**src/rtl/gate_tester.sv**
```systemverilog
// Self-test sequencer for a 2-input gate: steps {A,B} through 00..11, samples result_in after a settle window.
// Latency 4*(SETTLE_CYCLES+1)+1 cycles from start to done; start is ignored (never queued) outside IDLE.
module gate_tester #(
  parameter int unsigned SETTLE_CYCLES = 2,
  parameter logic [3:0]  EXPECTED      = 4'b1000
) (
  input  logic       Clk,
  input  logic       Reset,
  input  logic       start,
  input  logic       result_in,
  output logic       A,
  output logic       B,
  output logic       busy,
  output logic       done,
  output logic       pass,
  output logic [3:0] fail_mask,
  output logic [1:0] vector
);

  typedef enum logic [1:0] {
    ST_IDLE  = 2'd0,
    ST_APPLY = 2'd1,
    ST_DONE  = 2'd2
  } state_t;

  localparam logic [3:0] SETTLE_LIM = 4'(SETTLE_CYCLES);

  state_t     state_q, state_d;
  logic [1:0] vector_q, vector_d;
  logic [3:0] cnt_q, cnt_d;
  logic [3:0] fail_mask_q, fail_mask_d;
  logic       pass_q, pass_d;
  logic       busy_q, busy_d;
  logic       done_q, done_d;

  always_comb begin
    state_d     = state_q;
    vector_d    = vector_q;
    cnt_d       = cnt_q;
    fail_mask_d = fail_mask_q;
    pass_d      = pass_q;
    busy_d      = busy_q;
    done_d      = 1'b0;

    case (state_q)
      ST_IDLE: begin
        busy_d = 1'b0;
        if (start) begin
          state_d     = ST_APPLY;
          vector_d    = 2'd0;
          cnt_d       = 4'd0;
          fail_mask_d = 4'b0000;
          pass_d      = 1'b0;
          busy_d      = 1'b1;
        end
      end
      ST_APPLY: begin
        if (cnt_q == SETTLE_LIM) begin
          if (result_in != EXPECTED[vector_q]) begin
            fail_mask_d[vector_q] = 1'b1;
          end
          cnt_d = 4'd0;
          if (vector_q == 2'd3) begin
            // pass must already reflect the mismatch recorded on this same edge
            state_d  = ST_DONE;
            vector_d = 2'd0;
            busy_d   = 1'b0;
            done_d   = 1'b1;
            pass_d   = (fail_mask_d == 4'b0000);
          end else begin
            vector_d = vector_q + 2'd1;
          end
        end else begin
          cnt_d = cnt_q + 4'd1;
        end
      end
      ST_DONE: begin
        state_d = ST_IDLE;
        busy_d  = 1'b0;
      end
      default: begin
        state_d  = ST_IDLE;
        vector_d = 2'd0;
        cnt_d    = 4'd0;
        busy_d   = 1'b0;
      end
    endcase
  end

  always_ff @(posedge Clk) begin
    if (Reset) begin
      state_q     <= ST_IDLE;
      vector_q    <= 2'd0;
      cnt_q       <= 4'd0;
      fail_mask_q <= 4'b0000;
      pass_q      <= 1'b0;
      busy_q      <= 1'b0;
      done_q      <= 1'b0;
    end else begin
      state_q     <= state_d;
      vector_q    <= vector_d;
      cnt_q       <= cnt_d;
      fail_mask_q <= fail_mask_d;
      pass_q      <= pass_d;
      busy_q      <= busy_d;
      done_q      <= done_d;
    end
  end

  // vector is zero outside APPLY, so A/B come straight from its flops glitch-free
  assign A         = vector_q[1];
  assign B         = vector_q[0];
  assign vector    = vector_q;
  assign busy      = busy_q;
  assign done      = done_q;
  assign pass      = pass_q;
  assign fail_mask = fail_mask_q;

endmodule

```
**config.mk**
```make
export PLATFORM = sky130hd
export DESIGN_NAME = gate_tester
export DESIGN_NICKNAME = d
export VERILOG_FILES = /design/src/rtl/gate_tester.sv
export SDC_FILE = /design/constraint.sdc
export NUM_CORES = 1
export LEC_CHECK = 0
export BUFFER_PORTS_ARGS = -buffer_cell sky130_fd_sc_hd__buf_4
export CAP_MARGIN = 20
export CORE_ASPECT_RATIO = 1.1
export CORE_MARGIN = 2
export CORE_UTILIZATION = 50
export CTS_BUF_LIST = sky130_fd_sc_hd__clkbuf_4 sky130_fd_sc_hd__clkbuf_8
export DETAILED_ROUTE_END_ITERATION = 10
export PLACE_DENSITY_LB_ADDON = 0.3
export SLEW_MARGIN = 25
export SYNTH_ARGS = -nofsm -noshare
export SYNTH_HDL_FRONTEND = slang
export SYNTH_SLANG_ARGS = --single-unit
```
**constraint.sdc**
```tcl
create_clock -name Clk -period 1.75 [get_ports Clk]
set_input_delay 0.35 -clock Clk [delete_from_list [all_inputs] [get_ports Clk]]
set_output_delay 0.35 -clock Clk [all_outputs]
set_load 0.005 [all_outputs]
```
; ---- After elaboration in Yosys (flattened, before gate mapping)
; Cells that the tools add are included.
[classes]
n_addsub = 2
n_mux = 29
bitwise = 4
n_eq_ne = 8
magnitude_cmp = 2
reduce_logical = 11
[ops]
columns = cell, n
row1 = $mux 4, 6
row2 = $mux 2, 6
row3 = $pmux 4 s3, 1
row4 = $mux 1, 9
row5 = $reduce_and 3->1, 3
row6 = $pmux 4 s2, 1
row7 = $ne 2x2->1 const B, 3
row8 = $pmux 2 s3, 1
row9 = $add 4x1->4 const B, 1
row10 = $eq 2x2->1 const B, 2
row11 = $eq 4x2->1 const B, 1
row12 = $logic_not 4->1, 1
row13 = $or 4x4->4, 1
row14 = $pmux 1 s2, 2
row15 = $pmux 2 s2, 1
row16 = $reduce_and 2->1, 2
row17 = $reduce_and 4->1, 1
row18 = $lt 2x3->1 const B, 1
row19 = $not 1->1, 3
row20 = $reduce_or 3->1, 1
row21 = $add 2x1->2 const B, 1
row22 = $bmux 1 s2, 1
row23 = $demux 1 s2, 1
row24 = $eq 2x1->1 const B, 1
row25 = 5 further kinds, 5
[totals]
reg_bits = 15
in_bits = 4
elab_cells = 63
output_inout_bits = 11

; ---- Depth between registers and ports, before layout
; Gate-level depths: netlist of run 1.
[depth]
word_depth = 12
depth_mapped = 7
depth_no_buf = 6

; ---- Worst setup path after synthesis of run 1
; Ideal clock, no wire load.
[synth_timing]
path_type = register to register
start = register cnt_q[0]
end = register vector_q[0] (netlist: vector[0])
required_time_ns = 1.680
setup_ns = 0.070
path_buffers = 0
path_stages_with_launch = 7
slack_ns = 0.097
period_less_slack_ns = 1.653
arrival_ns = 1.583
path_cell_list = dfxtp_1 inv_1 ha_1 or3b_4 nor2b_4 or4b_1 a21oi_1
[synth_between]
elab_chain_len = 3
[synth_rtl]
columns = element, line
row1 = from (decl), 30  ; logic [3:0] cnt_q, cnt_d;
row2 = from (signal assigned), 102  ; cnt_q <= cnt_d;
row3 = $eq 4x2->1, 58  ; if (cnt_q == SETTLE_LIM) begin
row4 = $ne 2x2->1 (no source line), --
row5 = $reduce_and 3->1 (no source line), --
row6 = to (signal assigned), 101  ; vector_q <= vector_d;
row7 = to (decl), 29  ; logic [1:0] vector_q, vector_d;
; Every way passes these cells.
; A chain may end at the register's enable or synchronous reset.

; ---- Worst setup path in the final report of run 1
; Ends and elaborated chain as after synthesis.

==> impl_metrics.ini, run 1 <==
[timing]
clock.fmax_mhz = 579.5
slew_headroom = 0.7500
clock-skew-final_ps = 2.569
slew_viol_final = 0
hold_violations = 0
fin_crit_sh = 0.9860
tightestPinTransition_ps = 365.6
whs_ps = 338.9
fin_crit_ps = 1726
setup_viol = 0

[power]
power_density_nw_per_um2 = 747.9
ir_drop_mv = 0.6081
power.leakage_nw = 0.4155

[place]
placed_cells = 116
dp_hpwl_mm = 1.100
routabilityCongestion = 0.7954
port_buffers = 14

[route]
drt_pre_antenna_iters = 5
post_drt_wl_per_cell_um = 12.84
drc_errors = 0
wl_mm = 1.566
drt_iter0_markers = 11
vias = 686
antenna_left = 0
viasPerCell = 5.623

[global_routing]
globalRouteOverflowTotal = 0
grt_pass1_vias = 557
antenna_found_initial = 0
grt_max_degree = 17
grt_pass1_wl_mm = 2.456
gr-usage-all-layers = 0.2045

[synthesis]
yosys.area.top_type = dfxtp_1
synthArstFlopShare = 0
synth_area_leaders = dfxtp_1 40%, ha_1 10%, nor2_1 7.5%, a21oi_1 4.0%, a22oi_1 4.0%
ys_ff_latch = 15
synth_edf_count = 0
ys_warn_count = 0
synth_top_area_frac = 0.4007
synthesis.area_sq_um = 749.5
yosys_most_used_dff = dfxtp_1
yosysSeqAreaShare = 0.4007
syn_avg_cell_area_sq_um = 8.817
netlist_top_cells_count = 15 x dfxtp_1, 15 x nor2_1, 6 x a21oi_1, 6 x ha_1, 5 x inv_1
synth_nets = 95
syn_inst = 85
synth.distinct_cells = 28

[die]
core_sq_um = 1384
pin_count = 15
die_height_um = 44.61
dieArea_sq_um = 1825
rows = 14
fp.dieW_um = 40.92
start_util = 0.5416

[clock_tree]
h-tree-depth = 1
cts.sinks = 15
hold_buffers = 0
cts_buffers = 3
clkTransAtPathRegs_ps = 90
clock_path_buffers = 2
cts_root_buffer = clkbuf_4
tritoncts = done
clock_latency_ps = 290

[worst_setup_path]
worstSetupEndpointType = flip-flop
start_kind = flip-flop
critPathMaxFanout = 4
worst-setup-path-type = flip-flop to flip-flop
worstPathRequired_ps = 1980
arrival_ps = 1950

[final_layout]
layout-area-overhead-vs-synth_pct = 24.71
antenna_cells = 0
drive_gt1_frac = 0.2925
final_cells = 122
fin_nets = 117

[worst_hold_path]
worst_hold_path_type = primary input to flip-flop

[flow_run]
max_cap_viol_count = 0

[status]
outcome = complete, no violations
## layout by cell type (no fill, tap or decap), drive strengths merged, types with 3 or more instances in the layout
| cell | count |
|---|---|
| nor2 | 15 |
| o21ai | 4 |
| inv | 5 |
| nor3 | 4 |
| a21oi | 6 |
| nand2b | 3 |
| dfxtp | 15 |
| buf | 21 |
| clkbuf | 4 |
| a22oi | 4 |
| ha | 6 |
## power by group
group	leakage [nW]	internal (W)	switching [W]
Combinational	0.275	0.0000569	0.0000594
Sequential	0.122	0.000352	0.00000912
Clock	0.0184	0.000104	0.000117
## worst max-delay path, cell delays in order, from the launching register on
cell and delay [ps]:
dfxtp_2 350, inv_2 60, ha_1 130, or3b_4 370, nor2b_4 140, or4b_1 460
a21oi_1 150
## layer usage
metal  routed length [um]  global-route usage  vias to the layer above  share of wire
met5                    0                   0                        -              0
met2                  707              0.2938                       15           0.45
li1                     -                   -                      342              -
met4                   44              0.1400                        0          0.028
met3                   76             0.04523                        4          0.049
met1                  737              0.2635                      325           0.47
## repair_timing
action                                 4_1_cts  5_1_grt
pin swaps                                    0        1
gates resized for setup                      2        0
endpoints found under the hold margin        0        0
buffers inserted                             0        2
setup endpoints to repair                    1        1
## through the flow
step	setup slack (ps)	power, W	setup TNS [ps]	area, sq um	utilization
floorplan	97.05	0.0004361	0	749.5	-
global placement	51.31	0.0004771	0	888.4	0.6420
detailed placement	7.548	0.0004784	0	888.4	0.6420
CTS	25.53	0.0006941	0	919.6	0.6646
global route	-8.003	0.0007240	-8.003	934.6	0.6754
finish	24.42	0.0006991	0	934.6	0.6754
## kinds of logic after synthesis
kind of cell | Yosys count | synth area share
DFF | 15 | 0.4007
xor gates and xnor gates | 1 | 0.01169
AOI/OAI and AO/OA | 18 | 0.1536
buffers and inverters | 9 | 0.05675
muxes | 2 | 0.02671
adders and majority gates | 6 | 0.1002
and+or+nand+nor | 34 | 0.2504
## state kept, by name (all words and copies together), names as in the netlist
signal     cells
state_q        2
vector         2
pass           1
fail_mask      4
cnt_q          4
busy           1
done           1
## worst paths after layout
| check | from | to | slack [ps] | cells past startpoint |
|---|---|---|---|---|
| min | Reset | cnt_q[0] | 340 | 2 |
| max | cnt_q[0] | vector[0] | 20 | 6 |
| max reg2reg | cnt_q[0] | vector[0] | 20 | 6 |
| min reg2reg | busy | busy | 480 | 2 |
## layout make-up
| cell class | count | area [sq um] |
|---|---|---|
| Sequential cell | 15 | 301.5 |
| Timing Repair Buffer | 21 | 157.7 |
| Clock buffer | 4 | 30.03 |
| Tap cell | 16 | 20.02 |
| Multi-Input combinational cell | 61 | 406.6 |
| Fill cell | 118 | 449.2 |
| Inverter | 5 | 18.77 |
Power figures use the tool's default switching activity.
==> run 2, diff against run 1 <==
Settings changed: CORE_ASPECT_RATIO 1.1 to default.
==> impl_metrics.ini, run 2 (synthesized netlist as in run 1, its figures left out) <==
[timing]
slew_headroom = 0.6930
whs_ps = 359.7
tns_ps = 0
setup_viol = 0
rsz0062_at_grt = false
fin_crit_sh = 0.9687
hold_violations = 0
clock-skew-final_ps = 1.315
slew_viol_final = 0
clock.fmax_mhz = 589.9
fin_crit_ps = 1695
worst_slack_ps = 54.75
tightestPinTransition_ps = 448.9

[place]
dpl_cell_area_sq_um = 879.6
routabilityCongestion = 0.8319
pre_cts_ws_ps = 36.24
port_buffers = 14
dp_hpwl_mm = 1.118

[worst_setup_path]
crit_slowest_cell = or4b_1
critPathBufInv = 1
cpPeakStageDelay_ps = 460
reg2reg_to = vector[0]
worstSetupEndpointType = flip-flop
worst-setup-path-type = flip-flop to flip-flop
crit_chain = inv_2 -> ha_1 -> or3b_4 -> nor2b_4 -> or4b_1 -> a21oi_1
start_kind = flip-flop
reg2regPathDepth = 6
regToRegSetupSlack_ps = 50
cpLargestDelayFamily = simple AND/OR/NAND/NOR gates
rr_startpoint = cnt_q[0]
critPathMaxFanout = 4
arrival_ps = 1910
worstPathRequired_ps = 1960

[global_routing]
grt_pass1_vias = 599
grt_pass1_wl_mm = 2.477
antenna_found_initial = 0
grt_max_degree = 17
gr-usage-all-layers = 0.1758
globalRouteOverflowTotal = 0

[die]
die_height_um = 42.72
pin_count = 15
dieArea_sq_um = 1825
rows = 13
core_sq_um = 1350
fp.dieW_um = 42.72
start_util = 0.5551

[route]
antenna_left = 0
wl_mm = 1.489
drc_errors = 0
drt_pre_antenna_iters = 4
drt_iter0_markers = 15
viasPerCell = 5.580
vias = 664
post_drt_wl_per_cell_um = 12.51

[power]
ir_drop_mv = 0.5288
power_density_nw_per_um2 = 740.7
power.leakage_nw = 0.4063

[clock_tree]
h-tree-depth = 1
cts_root_buffer = clkbuf_4
hold_buffers = 0
cts.sinks = 15
clock_latency_ps = 270
clock_path_buffers = 2
clkTransAtPathRegs_ps = 90
cts_buffers = 3
tritoncts = done

[worst_hold_path]
worst_hold_path_type = primary input to flip-flop
min_path_cells = 2
hold_start = Reset
hold_path_end = vector[0]

[status]
outcome = complete, no violations

[final_layout]
layout-area-overhead-vs-synth_pct = 22.54
fin_nets = 115
antenna_cells = 0
drive_gt1_frac = 0.2788
final_common_cell = buf_4
finalInstanceArea_sq_um = 918.4
final_cell_mix = 19 x buf_4, 15 x nor2_1, 14 x dfxtp_1

[flow_run]
max_cap_viol_count = 0
==> run 2: cell type report <==
cell class | instances | area (sq um)
timing repair buffer | 19 | 142.6
sequential | 15 | 301.5
multi-input combinational | 61 | 406.6
fill | 122 | 431.7
inverter | 5 | 18.77
tap | 15 | 18.77
clock buffer | 4 | 30.03
==> run 2: metrics by stage <==
| stage | utilization | cells | total power (W) |
|---|---|---|---|
| 2_1_floorplan | - | 85 | 0.0004361 |
| 3_3_place_gp | 0.6515 | 114 | 0.0004737 |
| 3_5_place_dp | 0.6515 | 114 | 0.0004757 |
| 4_1_cts | 0.6738 | 118 | 0.0006809 |
| 5_1_grt | 0.6803 | 119 | 0.0007083 |
| 6_report | 0.6803 | 119 | 0.0006802 |
==> run 2: per-layer routing <==
metal  global-route usage  vias up  share of wire
met3              0.02553        4          0.044
met1               0.2255      312           0.48
met4              0.05625        0          0.014
met5                    0        -              0
met2               0.3000       14           0.46
li1                     -      334              -
==> run 2: timing repair <==
item                                    4_1_cts  5_1_grt
resized for setup                             0        2
endpoints found under the setup margin        0        2
endpoints found under the hold margin         0        0
setup buffers                                 0        1
==> run 2: worst reg2reg max path, delay by kind of cell (launching register included) <==
family / cells / cell delay (ps)
simple gates: 3 / 990
compound gates: 1 / 120
flops: 1 / 340
buf+inv: 1 / 60
fa+ha+maj: 1 / 130
==> run 2: power by group <==
part	switching [W]	internal [W]
Clock	0.000103	0.000104
Sequential	0.00000941	0.000352
Combinational	0.0000586	0.0000529
Total	0.000172	0.000509
==> run 2: worst max-delay path by stage <==
stage / start / end / slack, ps / depth (start not counted)
6_report: cnt_q[0] / vector[0] / 50 / 6
5_1_grt: cnt_q[0] / vector[0] / 2 / 6
4_1_cts: cnt_q[0] / vector[0] / 10 / 6
3_5_place_dp: cnt_q[0] / vector[0] / 40 / 6
3_3_place_gp: cnt_q[0] / vector[0] / 50 / 6
2_1_floorplan: cnt_q[0] / vector[0] / 100 / 6
==> run 3, diff against run 2 <==
Settings changed: CELL_PAD_IN_SITES_DETAIL_PLACEMENT from default to 0, CELL_PAD_IN_SITES_GLOBAL_PLACEMENT from default to 2, CORE_UTILIZATION 50 to 30.
==> impl_metrics.ini, run 3 (synthesized netlist as in run 1, its figures left out) <==
[power]
ir_drop_mv = 0.4676
power_density_nw_per_um2 = 720.7
power.leakage_nw = 0.4211

[route]
drt_iter0_markers = 3
post_drt_wl_per_cell_um = 12.34
drc_errors = 0
viasPerCell = 4.730
drt_pre_antenna_iters = 4
antenna_left = 0
vias = 648
wl_mm = 1.690

[die]
die_height_um = 53.98
dieArea_sq_um = 2914
pin_count = 15
rows = 18
core_sq_um = 2432
fp.dieW_um = 53.98
start_util = 0.3081

[place]
port_buffers = 14
dp_hpwl_mm = 1.259
routabilityCongestion = 0.7321
pre_cts_ws_ps = 35.82

[worst_setup_path]
worstSetupEndpointType = flip-flop
worst-setup-path-type = flip-flop to flip-flop
arrival_ps = 1910
critPathMaxFanout = 4
cpPeakStageDelay_ps = 460
crit_slowest_cell = or4b_1
start_kind = flip-flop
rr_startpoint = cnt_q[0]
worstPathRequired_ps = 1970
crit_chain = inv_2 -> ha_1 -> or3b_4 -> nor2b_4 -> or4b_1 -> a21oi_1
worstSetupStartpoint = cnt_q[0]

[timing]
tightestPinTransition_ps = 435.6
worst_slack_ps = 61.37
hold_violations = 0
slew_headroom = 0.7074
tns_ps = 0
clock.fmax_mhz = 592.2
fin_crit_sh = 0.9649
clock-skew-final_ps = 2.829
slew_viol_final = 0
setup_viol = 0
fin_crit_ps = 1689
rsz0062_at_grt = false

[global_routing]
gr-usage-all-layers = 0.1401
grt_pass1_vias = 600
grt_max_degree = 17
globalRouteOverflowTotal = 0
antenna_found_initial = 0
grt_pass1_wl_mm = 2.787

[clock_tree]
cts_buffers = 3
h-tree-depth = 1
hold_buffers = 0
clock_path_buffers = 2
cts.sinks = 15
tritoncts = done
clock_latency_ps = 280
clkTransAtPathRegs_ps = 90
cts_root_buffer = clkbuf_4

[final_layout]
layout-area-overhead-vs-synth_pct = 28.05
final_cell_mix = 22 x buf_4, 15 x nor2_1, 14 x dfxtp_1
antenna_cells = 0
drive_gt1_frac = 0.2991
final_common_cell = buf_4
fillCellCount = 267
fin_nets = 118

[worst_hold_path]
hold_start = Reset
worst_hold_path_type = primary input to flip-flop

[status]
outcome = complete, no violations

[flow_run]
max_cap_viol_count = 0
[run 3: final timing paths]
kind / to / slack (ps) / depth (start not counted)
setup / recovery: vector[0] / 60 / 6
hold / removal: cnt_q[0] / 360 / 2
setup reg to reg: vector[0] / 60 / 6
hold reg to reg: pass / 480 / 2
[run 3: cell type report]
cell class	instances	area, sq um	share of cell area
multi-input combinational	61	406.6	0.4237
sequential	15	301.5	0.3142
timing repair buffer	22	165.2	0.1721
tap	30	37.54	0.03911
clock buffer	4	30.03	0.03129
inverter	5	18.77	0.01956
[run 3: through the flow]
step / area (sq um) / hold WS (ps) / cells / power (W) / utilization
floorplan: 749.5 / 419.1 / 85 / 0.0004361 / -
global placement: 920.9 / 466.0 / 132 / 0.0004857 / 0.3786
detailed placement: 920.9 / 464.4 / 132 / 0.0004847 / 0.3786
CTS: 950.9 / 354.6 / 136 / 0.0006997 / 0.3909
global route: 959.7 / 365.8 / 137 / 0.0007358 / 0.3945
finish: 959.7 / 356.6 / 137 / 0.0006916 / 0.3945
[run 3: repair_timing]
action,in CTS,in global routing
resized for setup,0,2
buffers inserted,0,1
endpoints found under the setup margin,0,2
[run 3: critical path: cells and delay by family, from the launching register on]
family / cells / cell delay, ps
AND/OR/NAND/NOR: 3 / 970
flip-flops: 1 / 330
AO/OA/AOI/OAI: 1 / 140
adder cells (fa/ha/maj): 1 / 120
buffers and inverters: 1 / 50
[run 3: where the power goes]
group / total [W] / internal, W / switching [W]
Clock: 0.000212 / 0.000104 / 0.000108
Sequential: 0.000361 / 0.000352 / 0.00000849
Combinational: 0.000119 / 0.0000577 / 0.0000612
Total: 0.000692 / 0.000514 / 0.000178
[run 3: per-layer routing]
metal	share of wire	up-vias	global-route usage	wire, um
li1	-	341	-	-
met1	0.52	289	0.1869	877
met2	0.41	13	0.1992	695
met3	0.053	5	0.06111	90
met4	0.015	0	0.05000	26
met5	0	-	0	0
